<file path="src/rtl/cu_sequencer_if.sv">
// Sequencer <-> decoder/datapath bundle. Signal names match the legacy flat ports.
interface cu_sequencer_if #(
  parameter int unsigned CUL = 36
);
  logic                 run;
  logic [31:0]          IR;
  logic [3:0]           status;
  logic [4*(CUL+1)-1:0] dec_cw;
  logic [11:0]          dec_ns;
  logic [11:0]          dec_kmux;
  logic [3:0]           state;
  logic [CUL:0]         controlWord;
  logic [2:0]           k_mux;
  logic                 fetch;
  logic                 halted;
  logic                 fault;
  logic [15:0]          instr_count;

  modport master (
    input  run, IR, status, dec_cw, dec_ns, dec_kmux,
    output state, controlWord, k_mux, fetch, halted, fault, instr_count
  );

  modport slave (
    output run, IR, status, dec_cw, dec_ns, dec_kmux,
    input  state, controlWord, k_mux, fetch, halted, fault, instr_count
  );
endinterface

</file>
<file path="src/rtl/cu_sequencer.sv">
// Control-unit sequencer: FETCH/EXEC/HALT phases, decoder select by IR class,
// multi-cycle stepping via decoder next-state, watchdog on runaway instructions.
module cu_sequencer #(
  parameter int unsigned  CUL       = 36,
  parameter logic [CUL:0] FETCH_CW  = 37'h0_0000_0427,
  parameter logic [31:0]  HALT_WORD = 32'hFFFF_FFFF,
  parameter int unsigned  MAX_STEPS = 8
) (
  input logic           clock,
  input logic           reset,
  cu_sequencer_if.master bus
);
  typedef enum logic [1:0] {PH_FETCH, PH_EXEC, PH_HALT} phase_t;

  phase_t       phase_q, phase_d;
  logic [3:0]   state_q, state_d;
  logic [3:0]   steps_q, steps_d;
  logic [15:0]  count_q;
  logic         fault_q, fault_d;
  logic         retire;
  logic [1:0]   cls;
  logic [CUL:0] sel_cw;
  logic [2:0]   sel_ns;
  logic [2:0]   sel_kmux;
  logic [CUL:0] cw;
  logic [2:0]   kmux;
  logic         unused_status;

  assign cls      = bus.IR[1:0];
  assign sel_cw   = bus.dec_cw[int'(cls)*(CUL+1) +: CUL+1];
  assign sel_ns   = bus.dec_ns[int'(cls)*3 +: 3];
  assign sel_kmux = bus.dec_kmux[int'(cls)*3 +: 3];
  assign unused_status = ^bus.status;

  always_comb begin
    phase_d = phase_q;
    state_d = state_q;
    steps_d = steps_q;
    fault_d = fault_q;
    retire  = 1'b0;
    cw      = '0;
    kmux    = '0;
    unique case (phase_q)
      PH_FETCH: begin
        if (bus.run) begin
          cw      = FETCH_CW;
          phase_d = PH_EXEC;
          state_d = '0;
          steps_d = '0;
        end
      end
      PH_EXEC: begin
        if (steps_q == 4'd0 && bus.IR == HALT_WORD) begin
          phase_d = PH_HALT;
        end else begin
          cw   = sel_cw;
          kmux = sel_kmux;
          if (sel_ns == 3'd0) begin
            retire  = 1'b1;
            phase_d = PH_FETCH;
            state_d = '0;
          end else if (steps_q == 4'(MAX_STEPS - 1)) begin
            // Runaway instruction: this cycle's word still goes out, then trap.
            phase_d = PH_HALT;
            fault_d = 1'b1;
            state_d = '0;
          end else begin
            state_d = {1'b0, sel_ns};
            steps_d = steps_q + 4'd1;
          end
        end
      end
      PH_HALT: begin
        phase_d = PH_HALT;
      end
      default: begin
        phase_d = PH_FETCH;
        state_d = '0;
      end
    endcase
  end

  always_ff @(posedge clock) begin
    if (reset) begin
      phase_q <= PH_FETCH;
      state_q <= '0;
      steps_q <= '0;
      fault_q <= 1'b0;
      count_q <= '0;
    end else begin
      phase_q <= phase_d;
      state_q <= state_d;
      steps_q <= steps_d;
      fault_q <= fault_d;
      if (retire) count_q <= count_q + 16'd1;
    end
  end

  assign bus.state       = state_q;
  assign bus.controlWord = cw;
  assign bus.k_mux       = kmux;
  assign bus.fetch       = (phase_q == PH_FETCH);
  assign bus.halted      = (phase_q == PH_HALT);
  assign bus.fault       = fault_q;
  assign bus.instr_count = count_q;
endmodule
</file>
<file path="src/flat_wrapper.sv">
// flat-port wrapper written by rule: the top's interface ports become plain ports
module cu_sequencer_flat 
#(
  parameter int unsigned  CUL       = 36,
  parameter logic [CUL:0] FETCH_CW  = 37'h0_0000_0427,
  parameter logic [31:0]  HALT_WORD = 32'hFFFF_FFFF,
  parameter int unsigned  MAX_STEPS = 8
)
  (clock, reset, bus_run, bus_IR, bus_status, bus_dec_cw, bus_dec_ns, bus_dec_kmux, bus_state, bus_controlWord, bus_k_mux, bus_fetch, bus_halted, bus_fault, bus_instr_count);
  cu_sequencer_if #(.CUL(CUL)) bus_i ();
  input logic clock;
  input logic reset;
  input wire logic [$bits(bus_i.run)-1:0] bus_run;
  input wire logic [$bits(bus_i.IR)-1:0] bus_IR;
  input wire logic [$bits(bus_i.status)-1:0] bus_status;
  input wire logic [$bits(bus_i.dec_cw)-1:0] bus_dec_cw;
  input wire logic [$bits(bus_i.dec_ns)-1:0] bus_dec_ns;
  input wire logic [$bits(bus_i.dec_kmux)-1:0] bus_dec_kmux;
  output wire logic [$bits(bus_i.state)-1:0] bus_state;
  output wire logic [$bits(bus_i.controlWord)-1:0] bus_controlWord;
  output wire logic [$bits(bus_i.k_mux)-1:0] bus_k_mux;
  output wire logic [$bits(bus_i.fetch)-1:0] bus_fetch;
  output wire logic [$bits(bus_i.halted)-1:0] bus_halted;
  output wire logic [$bits(bus_i.fault)-1:0] bus_fault;
  output wire logic [$bits(bus_i.instr_count)-1:0] bus_instr_count;
  assign bus_i.run = bus_run;
  assign bus_i.IR = bus_IR;
  assign bus_i.status = bus_status;
  assign bus_i.dec_cw = bus_dec_cw;
  assign bus_i.dec_ns = bus_dec_ns;
  assign bus_i.dec_kmux = bus_dec_kmux;
  assign bus_state = bus_i.state;
  assign bus_controlWord = bus_i.controlWord;
  assign bus_k_mux = bus_i.k_mux;
  assign bus_fetch = bus_i.fetch;
  assign bus_halted = bus_i.halted;
  assign bus_fault = bus_i.fault;
  assign bus_instr_count = bus_i.instr_count;
  cu_sequencer #(.CUL(CUL), .FETCH_CW(FETCH_CW), .HALT_WORD(HALT_WORD), .MAX_STEPS(MAX_STEPS)) u_core (.clock(clock), .reset(reset), .bus(bus_i));
endmodule
</file>
<file path="config.mk">
export PLATFORM = sky130hd
export DESIGN_NAME = cu_sequencer_flat
export DESIGN_NICKNAME = d
export VERILOG_FILES = /design/src/rtl/cu_sequencer_if.sv /design/src/rtl/cu_sequencer.sv /design/src/flat_wrapper.sv
export SDC_FILE = /design/constraint.sdc
export NUM_CORES = 1
export LEC_CHECK = 0
export ABC_AREA = 1
export BUFFER_PORTS_ARGS = -buffer_cell sky130_fd_sc_hd__buf_2
export CAP_MARGIN = 40
export CELL_PAD_IN_SITES_DETAIL_PLACEMENT = 1
export CELL_PAD_IN_SITES_GLOBAL_PLACEMENT = 2
export CORE_MARGIN = 5
export CORE_UTILIZATION = 18
export DETAILED_ROUTE_END_ITERATION = 6
export PLACE_DENSITY = 0.93
export SYNTH_ARGS = -nofsm -noshare
export SYNTH_HDL_FRONTEND = slang
export SYNTH_SLANG_ARGS = --single-unit
</file>
<file path="constraint.sdc">
create_clock -name clock -period 3.3 [get_ports clock]
set_input_delay 0.33 -clock clock [delete_from_list [all_inputs] [get_ports clock]]
set_output_delay 0.33 -clock clock [all_outputs]
set_load 0.03 [all_outputs]
</file>
==> results of run 1 <==
## worst paths after layout
check                                                 end  cells past startpoint
worst max-delay path                  bus_controlWord[20]                     11
worst max register to register  u_core.bus.instr_count[7]                     11
worst min-delay path                    u_core.phase_q[1]                      5
worst min register to register           u_core.bus.fault                      2
## power by group through the flow
stage                     Sequential [W]  Clock (W)  Combinational, W
after CTS                       0.000344   0.000312          0.000645
final                           0.000345   0.000299          0.000634
after detailed placement        0.000351          0          0.000643
after global placement          0.000351          0          0.000635
after floorplan                 0.000354          0          0.000376
after global routing            0.000348   0.000324          0.000706
## cell type report
class,instances,share of cell area (%)
diodes,1,0.05196
clock buffers,4,1.845
inverters,25,2.001
multi-input cells,510,49.99
flip-flops and latches,26,10.81
well taps,229,5.950
repair buffers,276,29.36
## Yosys cell counts
| cell type | n | share of area [%] |
|---|---|---|
| sky130_fd_sc_hd__buf_4 | 3 | 0.70 |
| sky130_fd_sc_hd__buf_1 | 3 | 0.35 |
| sky130_fd_sc_hd__ha_1 | 3 | 1.2 |
| sky130_fd_sc_hd__buf_2 | 7 | 1.1 |
| sky130_fd_sc_hd__o21ai_0 | 78 | 12 |
| sky130_fd_sc_hd__inv_4 | 1 | 0.19 |
| sky130_fd_sc_hd__nor2_4 | 1 | 0.35 |
| sky130_fd_sc_hd__nand2_2 | 14 | 2.7 |
| sky130_fd_sc_hd__a21oi_2 | 10 | 2.7 |
| sky130_fd_sc_hd__nand2_1 | 105 | 12 |
| sky130_fd_sc_hd__dfxtp_1 | 26 | 16 |
| sky130_fd_sc_hd__nand3_4 | 2 | 1.1 |
| sky130_fd_sc_hd__a21oi_1 | 50 | 7.8 |
| sky130_fd_sc_hd__nand3_2 | 3 | 0.93 |
| sky130_fd_sc_hd__nand3_1 | 25 | 3.9 |
| sky130_fd_sc_hd__nor3_1 | 1 | 0.16 |
| sky130_fd_sc_hd__a32o_1 | 5 | 1.6 |
| sky130_fd_sc_hd__inv_1 | 22 | 2.6 |
| sky130_fd_sc_hd__inv_2 | 2 | 0.23 |
| sky130_fd_sc_hd__buf_6 | 3 | 1.0 |
| sky130_fd_sc_hd__xnor2_1 | 8 | 2.2 |
| sky130_fd_sc_hd__nand4_1 | 7 | 1.4 |
| sky130_fd_sc_hd__nor2_8 | 1 | 0.62 |
| sky130_fd_sc_hd__xor2_1 | 6 | 1.6 |
| sky130_fd_sc_hd__conb_1 | 1 | 0.12 |
| sky130_fd_sc_hd__buf_12 | 1 | 0.62 |
| sky130_fd_sc_hd__nor2_1 | 190 | 22 |
| sky130_fd_sc_hd__clkbuf_1 | 20 | 2.3 |
## layer usage
metal	share of wire (%)	up-vias	global-route usage (%)
li1	-	2429	-
met3	6.0	16	2.363
met1	44	2137	19.86
met5	0	-	0
met2	49	138	27.69
met4	1.3	0	2.874
## cells by family after synthesis
kind of cell | after synthesis | share of synthesized area (%)
buffers and inverters | 62 | 9.126
AO/OA/AOI/OAI | 143 | 24.16
adder cells (fa/ha/maj) | 3 | 1.165
flip-flops | 26 | 16.16
AND/OR/NAND/NOR | 349 | 45.48
XOR/XNOR | 14 | 3.806
other | 1 | 0.1164
## sequential cells by signal (all words and copies together), names as in the netlist
register	flops
u_core.phase_q	2
u_core.bus.state	3
u_core.steps_q	4
u_core.bus.fault	1
u_core.bus.instr_count	16
## critical path, stage by stage (launching register included)
cell                      delay [ps]
sky130_fd_sc_hd__dfxtp_1         390
sky130_fd_sc_hd__inv_1            80
sky130_fd_sc_hd__ha_1            190
sky130_fd_sc_hd__nand2_1          70
sky130_fd_sc_hd__nor2_1           50
sky130_fd_sc_hd__inv_1            50
sky130_fd_sc_hd__nor2_1           40
sky130_fd_sc_hd__nand3_1         220
sky130_fd_sc_hd__nand2_2         270
sky130_fd_sc_hd__buf_12          250
sky130_fd_sc_hd__a21oi_1         250
sky130_fd_sc_hd__buf_2           260
## through the flow
stage	hold slack [ps]	setup WS, ps
after floorplan	500.4	1014
after global placement	438.2	840.3
after detailed placement	456.0	855.0
after CTS	423.7	552.3
after global routing	470.3	344.7
final	423.5	559.9
==> impl_results.md, run 1 <==
* Sort of element at the end of the critical path: primary output
* Maximum clock path buffer count at 2
* CP Max Fanout at 33
* Number of max-capacitance violations reported at 0
* Post-Route Utilization at 27.09%
* Pin count of the biggest net entering global routing at 69
* Max frequency at 365.0 MHz
* Die ar. at 20,670 um2
* Width of the die at 143.8 um
* Proportion of synthesized chip area in sequential cells at 16.16%
* Site Rows at 49
* Switch share at 42.00%
* Port Buffers at 268
* Final count of negative-setup-slack endpoints at 0
* Worst clock skew at 4.707 ps
* Fin. Hold Viols at 0
* Ratio of final minimum period to clock period at 83.03%
* Sequential standard cell area at 520.5 um2
* Minimum clock period at 2740 ps
* H-tree levels at 1
* Peak supply drop at 182.4 uV
* Overall power consumption at 0.001278 W
* Synth cell types at 28
* Crit path kind: register to primary output
* Post-detailed-placement cell area at 4725 um2
* Area taken by multi-input logic gates at 2407 um2
* First-pass DRT Iterations at 4
* Flop-to-flop setup slack at 1270 ps
* Clock network latency to the later pin of the worst-skew pair at 260 ps
* Origin of the worst setup path: u_core.steps_q[0]
* Nets@finish at 1,056
* Number of violations reported at the end of detailed-routing iteration 0 at 206
* Layout-stage area growth over the synthesis result at 49.48%
* Power density over the cells at 265.4 nW/um2
* Number of antenna violations at the first check in global routing at 1
* Lkg Pwr at 2.392 nW
* Filler Cells Inserted at 2,435
* Accumulated negative setup slack at 0 ps
* Required time of the critical path at 2970 ps
* Data arrival time of the critical path at 2410 ps
* Effective utilization at floorplan at 18.12%
* Worst setup SP type: register
* Placer's final routability congestion estimate at 0.8802
* Core ar. at 17,780 um2
* Post-CTS repair timing setup buffer count at 0
* Fin. max-slew vios at 0
* Slew of the pin with the lowest slew margin at 758.4 ps
* Psw at 0.0005367 W
* Vias in the first global route at 4,795
* Design internal power at 0.0007412 W
* Via count at 4,720
* Worst hold-check path type: input pin to register
* Combinational group share of total power at 49.6%
* TritonCTS clock tree: done
* Sum of routed wire length over all layers at 16,980 um
* Synthesized netlist cell count at 598
* Share of post-route cells with drive strength above 1 at 37.34%
* Worst relative slew slack at 49.37%
* Total CTS buffers at 3
* Final standard cell area without fillers at 4816 um2
* Clock Root Buffer: sky130_fd_sc_hd__clkbuf_16
* Sinks on Clock Net at 26
* Synthesized net count at 812
* Status: complete, no violations
* Drt via density at 4.407
* Launching point of the worst reg2reg path: u_core.steps_q[0]
* DRT antenna net count at 0
* Most common cell after layout, fill and taps aside: sky130_fd_sc_hd__buf_2
* Average wire length per cell after detail routing at 15.85 um
* Number of standard cells in the final layout excluding fillers at 1,071
* Clock slew at reported path FFs at 70 ps
* Total congestion overflow after global routing at 0
* Overall Global Routing Usage at 15.49%
* Mapped cell area at 3222 um2
* Post-route DRC at 0
* Height of the die at 143.8 um
* Mean instance size in the synthesized netlist at 5.388 um2
* CTS resizes at 0
* Yosys warnings at 0
* Most used cells in the layout excluding fill and tap cells: sky130_fd_sc_hd__buf_2, sky130_fd_sc_hd__nor2_1, sky130_fd_sc_hd__nand2_1
* Synthesized flop and latch total at 26
* Worst hold path startpoint: bus_run
* Power share of the sequential group at 27.0%
* Unrepaired setup endpoints after global routing: false
* Part of the total power dissipated in the clock network at 23.4%
* Wire length of the first global-routing pass at 25,650 um
* Detailed-placement wirelength estimate at 13,620 um
* Cells after DPL at 1,066
* Cts hold-fix bufs at 0
* Top Ports at 274
Power figures use the tool's default switching activity.
==> inputs of run 2 (changes only) <==
CORE_UTILIZATION = 15   (was 18)
PLACE_DENSITY = 0.83   (was 0.93)
clock period = 2.4 ns   (was 3.3 ns; I/O delays follow)
==> run 2 against run 1 <==
  * Register-to-register slack got worse by 740 ps
  * Sequential share of layout area shrank 0.35 points
  * Worst setup slack got worse by 330 ps
  * Critical path depth is the same
  * Design area up 3.3%
  * Largest cell class unchanged
  * First-iteration DRC count shrank 32%
==> impl_results.md, run 2 (synthesis results as in run 1) <==
* Number of max-capacitance violations reported at 0 (unchanged)
* Post-detailed-placement cell area at 4837 um2 (+2.4%)
* Average wire length per cell after detail routing at 15.66 um (-1.2%)
* Minimum clock period at 2172 ps
* Site Rows at 53 (+8.2%)
* Final count of negative-setup-slack endpoints at 0 (unchanged)
* Accumulated negative setup slack at 0 ps (unchanged)
* Height of the die at 156.6 um (+8.9%)
* Status: complete, no violations
* Required time of the critical path at 2160 ps (-810 ps)
* Vias in the first global route at 4,805 (+0.21%)
* Via count at 4,721 (+0.021%)
* Sinks on Clock Net at 26 (unchanged)
* First-pass DRT Iterations at 4 (unchanged)
* Unrepaired setup endpoints after global routing: false
* Sort of element at the end of the critical path: primary output
* Detailed-placement wirelength estimate at 14,250 um (+4.6%)
* DRT antenna net count at 0 (unchanged)
* Total congestion overflow after global routing at 0 (unchanged)
* Max frequency at 460.4 MHz
* TritonCTS clock tree: done
* Layout-stage area growth over the synthesis result at 54.45%
* Fin. Hold Viols at 0 (unchanged)
* Top Ports at 274 (unchanged)
* Overall Global Routing Usage at 13.25% (-2.2 points)
* Wire length of the first global-routing pass at 26,120 um (+1.8%)
* Pin count of the biggest net entering global routing at 60 (-13%)
* Cts hold-fix bufs at 0 (unchanged)
* Most common cell after layout, fill and taps aside: sky130_fd_sc_hd__buf_2
* Slew of the pin with the lowest slew margin at 535.2 ps (-223.2 ps)
* Die ar. at 24,510 um2 (+19%)
* Placer's final routability congestion estimate at 0.8547 (-2.9%)
* Fin. max-slew vios at 0 (unchanged)
* Number of antenna violations at the first check in global routing at 0 (-1)
* Worst hold-check path type: input pin to register
* Number of violations reported at the end of detailed-routing iteration 0 at 140 (-32%)
* Crit path kind: register to primary output
* Worst clock skew at 1.946 ps (-2.761 ps)
* Width of the die at 156.6 um (+8.9%)
* H-tree levels at 1 (unchanged)
* Ratio of final minimum period to clock period at 90.50%
* Maximum clock path buffer count at 2 (unchanged)
* Nets@finish at 1,063 (+0.66%)
* Post-route DRC at 0 (unchanged)
* Overall power consumption at 0.001801 W (+41%)
* Effective utilization at floorplan at 15.28% (-2.8 points)
* Drt via density at 4.204 (-4.6%)
* Largest register FFs at 16 (unchanged)
* Peak supply drop at 214.2 uV (+17%)
* Worst relative slew slack at 64.32% (+15 points)
* CP Max Fanout at 16 (-52%)
* Clock Root Buffer: sky130_fd_sc_hd__clkbuf_16
* Port Buffers at 268 (unchanged)
* Core ar. at 21,090 um2 (+19%)
* Final standard cell area without fillers at 4976 um2 (+3.3%)
* Power density over the cells at 361.9 nW/um2 (+36%)
* Clock network latency to the later pin of the worst-skew pair at 260 ps (about the same)
* Sum of routed wire length over all layers at 17,590 um (+3.6%)
* Most used cells in the layout excluding fill and tap cells: sky130_fd_sc_hd__buf_2, sky130_fd_sc_hd__nor2_1, sky130_fd_sc_hd__nand2_1
* Share of post-route cells with drive strength above 1 at 37.97% (+0.64 points)
* Data arrival time of the critical path at 1930 ps (-480 ps)
* Worst setup SP type: register
* Total CTS buffers at 3 (unchanged)
* Lkg Pwr at 2.443 nW (+2.1%)
* Number of antenna repair diodes at 0 (-1)
* Clock slew at reported path FFs at 70 ps (about the same)
-- run 2: changes by cell type in the layout (fill, tap and decap cells not counted) --
cell	before	now
sky130_fd_sc_hd__diode_2	1	0
sky130_fd_sc_hd__nand2_2	14	13
sky130_fd_sc_hd__buf_4	7	11
sky130_fd_sc_hd__nand3_2	3	4
sky130_fd_sc_hd__nand3_1	25	24
sky130_fd_sc_hd__buf_12	1	3
sky130_fd_sc_hd__clkbuf_16	3	4
sky130_fd_sc_hd__nand2_4	0	1
-- run 2: worst paths after layout --
check	start	endpoint	slack (ps)	depth (start not counted)
setup / recovery	u_core.steps_q[0]	bus_controlWord[31]	230	11
hold / removal	bus_run	u_core.phase_q[1]	350	5
setup reg to reg	u_core.steps_q[0]	u_core.bus.instr_count[10]	530	12
hold reg to reg	u_core.bus.fault	u_core.bus.fault	470	2
-- run 2: cell type report --
cell class	instances	area, um2
fillers	2831	16110
multi-input cells	510	2417
repair buffers	283	1509
flip-flops and latches	26	520.5
well taps	275	344.1
inverters	25	96.34
clock buffers	4	88.84
-- run 2: critical path, stage by stage (launching register included) --
cell and delay (ps):
sky130_fd_sc_hd__dfxtp_1 350, sky130_fd_sc_hd__inv_1 90, sky130_fd_sc_hd__ha_1 140, sky130_fd_sc_hd__nand2_1 50, sky130_fd_sc_hd__nor2_1 110, sky130_fd_sc_hd__inv_1 50, sky130_fd_sc_hd__nor2_1 150, sky130_fd_sc_hd__nand3_2 120
sky130_fd_sc_hd__nand2_4 160, sky130_fd_sc_hd__clkbuf_16 210, sky130_fd_sc_hd__a21oi_1 50, sky130_fd_sc_hd__buf_2 190
-- run 2: metal layers --
layer	share of wire, %	routed length (um)	vias up	track usage, %
li1	-	-	2436	-
met1	45	7837	2138	17.57
met2	49	8579	130	23.30
met3	5.4	949	17	1.991
met4	1.3	221	0	1.818
met5	0	0	-	0
-- run 2: repair_timing --
action                     in CTS  in global routing
gates cloned                    0                  1
resized for setup               2                  0
buffers inserted                0                  2
setup endpoints to repair      35                 35
pin swaps                       0                  2
-- run 2: through the flow --
| step | std cells | setup slack (ps) | hold WS, ps | utilization (%) |
|---|---|---|---|---|
| 4_1_cts | 1120 | 64.80 | 350.8 | 23.41 |
| 5_1_grt | 1123 | 45.24 | 409.4 | 23.60 |
| 2_1_floorplan | 598 | 204.2 | 440.1 | - |
| 3_5_place_dp | 1116 | 252.0 | 464.1 | 22.94 |
| 3_3_place_gp | 1116 | 301.5 | 437.0 | 22.94 |
| 6_report | 1123 | 227.9 | 349.2 | 23.60 |
-- run 2: where the power goes --
| part | internal, W | switching (W) | leakage [nW] |
|---|---|---|---|
| combinational | 0.000336 | 0.000575 | 2.19 |
| sequential | 0.000451 | 0.0000220 | 0.211 |
| clock | 0.000256 | 0.000161 | 0.0442 |
| total | 0.00104 | 0.000758 | 2.44 |
==> inputs of run 3 (changes only) <==
CORE_UTILIZATION = 18   (was 15)
PLACE_DENSITY = 0.93   (was 0.83)
clock period = 2.6 ns   (was 2.4 ns; I/O delays follow)
==> run 3 against run 2 <==
  * Sequential share of layout area grew 0.20 points
  * Sequential cell count is the same
  * Design area is 1.9% lower
  * Sequential power shrank 7.4%
==> impl_results.md, run 3 (synthesis results as in run 1) <==
* List of cells traversed by the critical path: inv_1 -> ha_1 -> nand2_1 -> nor2_1 -> inv_1 -> nor2_1 -> nand3_2 -> nand2_4 -> buf_12 -> buf_4 -> a21oi_1 -> buf_2
* Final count of negative-setup-slack endpoints at 0 (unchanged)
* Max frequency at 426.3 MHz
* Detailed-placement wirelength estimate at 13,540 um (-5.0%)
* Height of the die at 143.8 um (-8.2%)
* Crit path to: bus_controlWord[27]
* Fin. max-slew vios at 0 (unchanged)
* Clock network latency to the later pin of the worst-skew pair at 260 ps (about the same)
* Core ar. at 17,780 um2 (-16%)
* Final standard cell area without fillers at 4881 um2 (-1.9%)
* Total congestion overflow after global routing at 0 (unchanged)
* Launching point of the worst reg2reg path: u_core.steps_q[0]
* Most used cells in the layout excluding fill and tap cells: sky130_fd_sc_hd__buf_2, sky130_fd_sc_hd__nor2_1, sky130_fd_sc_hd__nand2_1
* Final WS setup at 254.1 ps (+26.14 ps)
* Post-detailed-placement cell area at 4757 um2 (-1.7%)
* Count of cells along the worst register-to-register path at 12 (unchanged)
* Share of post-route cells with drive strength above 1 at 37.60% (-0.37 points)
* Total CTS buffers at 3 (unchanged)
* Sum of routed wire length over all layers at 17,050 um (-3.1%)
* Sort of element at the end of the critical path: primary output
* Required time of the critical path at 2340 ps (+180 ps)
* Worst hold-check path type: input pin to register
* Clock slew at reported path FFs at 70 ps (about the same)
* Fin. Hold Viols at 0 (unchanged)
* Power density over the cells at 337.4 nW/um2 (-6.8%)
* Number of max-capacitance violations reported at 0 (unchanged)
* CP Max Fanout at 17 (+1)
* TritonCTS clock tree: done
* Number of stages on the worst setup path at 12 (+1)
* Worst relative slew slack at 63.37% (-0.95 points)
* Origin of the worst setup path: u_core.steps_q[0]
* Drt via density at 4.397 (+4.6%)
* Met2 global-route usage at 27.32% (+4.0 points)
* Post-placement setup slack at 396.5 ps (+144.5 ps)
* Peak supply drop at 306.9 uV (+43%)
* Unrepaired setup endpoints after global routing: false
* Lkg Pwr at 2.420 nW (-0.95%)
* Via count at 4,714 (-0.15%)
* Accumulated negative setup slack at 0 ps (unchanged)
* Worst clock skew at 3.126 ps (+1.180 ps)
* H-tree levels at 1 (unchanged)
* Data arrival time of the critical path at 2090 ps (+160 ps)
* Worst path buffer plus inverter count at 5 (+1)
* Wire length of the first global-routing pass at 25,110 um (-3.9%)
* Port Buffers at 268 (unchanged)
* First-pass DRT Iterations at 4 (unchanged)
* Top Ports at 274 (unchanged)
* Status: complete, no violations
* Met3 Resource Use GR at 2.063% (+0.072 points)
* Largest register FFs at 16 (unchanged)
* Clock Root Buffer: sky130_fd_sc_hd__clkbuf_16
* Largest incremental delay on the critical path at 350 ps (about the same)
* Sinks on Clock Net at 26 (unchanged)
* Effective utilization at floorplan at 18.12% (+2.8 points)
* Pin count of the biggest net entering global routing at 57 (-5.0%)
* CP max-delay cell: sky130_fd_sc_hd__dfxtp_1
* Layout-stage area growth over the synthesis result at 51.50%
* Ratio of final minimum period to clock period at 90.23%
* Flop-to-flop setup slack at 700 ps (+170 ps)
* Slew of the pin with the lowest slew margin at 543.7 ps (+8.535 ps)
* DRT antenna net count at 0 (unchanged)
* Minimum clock period at 2346 ps
* Number of violations reported at the end of detailed-routing iteration 0 at 186 (+33%)
* Average wire length per cell after detail routing at 15.90 um (+1.6%)
* Site Rows at 49 (-7.5%)
* Placer's final routability congestion estimate at 0.9008 (+5.4%)
* Number of antenna repair diodes at 0 (unchanged)
* Cts hold-fix bufs at 0 (unchanged)
* Busiest layer in global routing: met2
* Die ar. at 20,670 um2 (-16%)
* Crit path kind: register to primary output
* Maximum clock path buffer count at 2 (unchanged)
* Post-CTS repair timing setup buffer count at 0 (unchanged)
* Endpoint of the worst-slack reg-to-reg timing path: u_core.bus.instr_count[7]
* Vias in the first global route at 4,649 (-3.2%)
* Met1 usage in global routing at 20.19% (+2.6 points)
* Largest delay contributor family on the critical path: buffers and inverters
* Post-route DRC at 0 (unchanged)
* Width of the die at 143.8 um (-8.2%)
* Most common cell after layout, fill and taps aside: sky130_fd_sc_hd__buf_2
* Worst setup SP type: register
* Overall Global Routing Usage at 15.29% (+2.0 points)
* Number of antenna violations at the first check in global routing at 0 (unchanged)
* Nets@finish at 1,058 (-0.47%)
## run 3: cell types whose count changed in the layout (fill, tap and decap cells not counted)
cell / delta
sky130_fd_sc_hd__buf_4: -5
## run 3: worst register-to-register path: stages, from the launching register on
cell                        delay (ps)
sky130_fd_sc_hd__dfxtp_1           390
sky130_fd_sc_hd__inv_1              80
sky130_fd_sc_hd__ha_1              190
sky130_fd_sc_hd__nand2_1            50
sky130_fd_sc_hd__nor2_1             50
sky130_fd_sc_hd__inv_1              50
sky130_fd_sc_hd__nor2_1             40
sky130_fd_sc_hd__nand3_2           140
sky130_fd_sc_hd__nand2_4           100
sky130_fd_sc_hd__clkbuf_16         210
sky130_fd_sc_hd__nor2_8            280
sky130_fd_sc_hd__nand2_1           100
sky130_fd_sc_hd__a21oi_1           150
## run 3: worst min path at each step
| stage | to | depth (start not counted) | from | slack (ps) |
|---|---|---|---|---|
| global route | u_core.phase_q[1] | 5 | bus_run | 410 |
| global placement | u_core.bus.fault | 2 | u_core.bus.fault | 440 |
| CTS | u_core.phase_q[1] | 5 | bus_run | 380 |
| finish | u_core.phase_q[1] | 5 | bus_run | 380 |
| floorplan | u_core.steps_q[0] | 3 | reset | 460 |
| detailed placement | u_core.bus.fault | 2 | u_core.bus.fault | 440 |
## run 3: through the flow
| stage | instances | util [%] | power (W) | hold slack, ps |
|---|---|---|---|---|
| finish | 1072 | 27.45 | 0.001647 | 381.7 |
| global route | 1072 | 27.45 | 0.001770 | 405.8 |
| CTS | 1071 | 27.26 | 0.001656 | 380.8 |
| detailed placement | 1067 | 26.76 | 0.001273 | 441.8 |
| global placement | 1067 | 26.76 | 0.001261 | 437.0 |
| floorplan | 598 | - | 0.0009263 | 460.1 |
## run 3: cell type report
cell class	count	area, um2
clock buffer	4	88.84
fill	2449	12900
inverter	25	96.34
multi-input combinational	510	2417
sequential	26	520.5
tap	229	286.5
timing repair buffer	278	1471
## run 3: repair_timing
| item | 4_1_cts | 5_1_grt |
|---|---|---|
| resized for setup | 0 | 2 |
| endpoints found under the setup margin | 0 | 9 |
| hold endpoints to repair | 0 | 0 |
## run 3: where the power goes
| part | switching [W] | leakage [nW] | total (W) | internal, W |
|---|---|---|---|---|
| Sequential | 0.0000210 | 0.211 | 0.000438 | 0.000417 |
| Combinational | 0.000526 | 2.17 | 0.000832 | 0.000306 |
| Clock | 0.000141 | 0.0442 | 0.000377 | 0.000236 |
| Total | 0.000689 | 2.42 | 0.00165 | 0.000958 |
## run 3: metal layers
metal,up-vias,part of all wire (%)
met1,2152,45
met2,125,49
met4,0,0.75
met3,8,5.4
met5,-,0
li1,2429,-
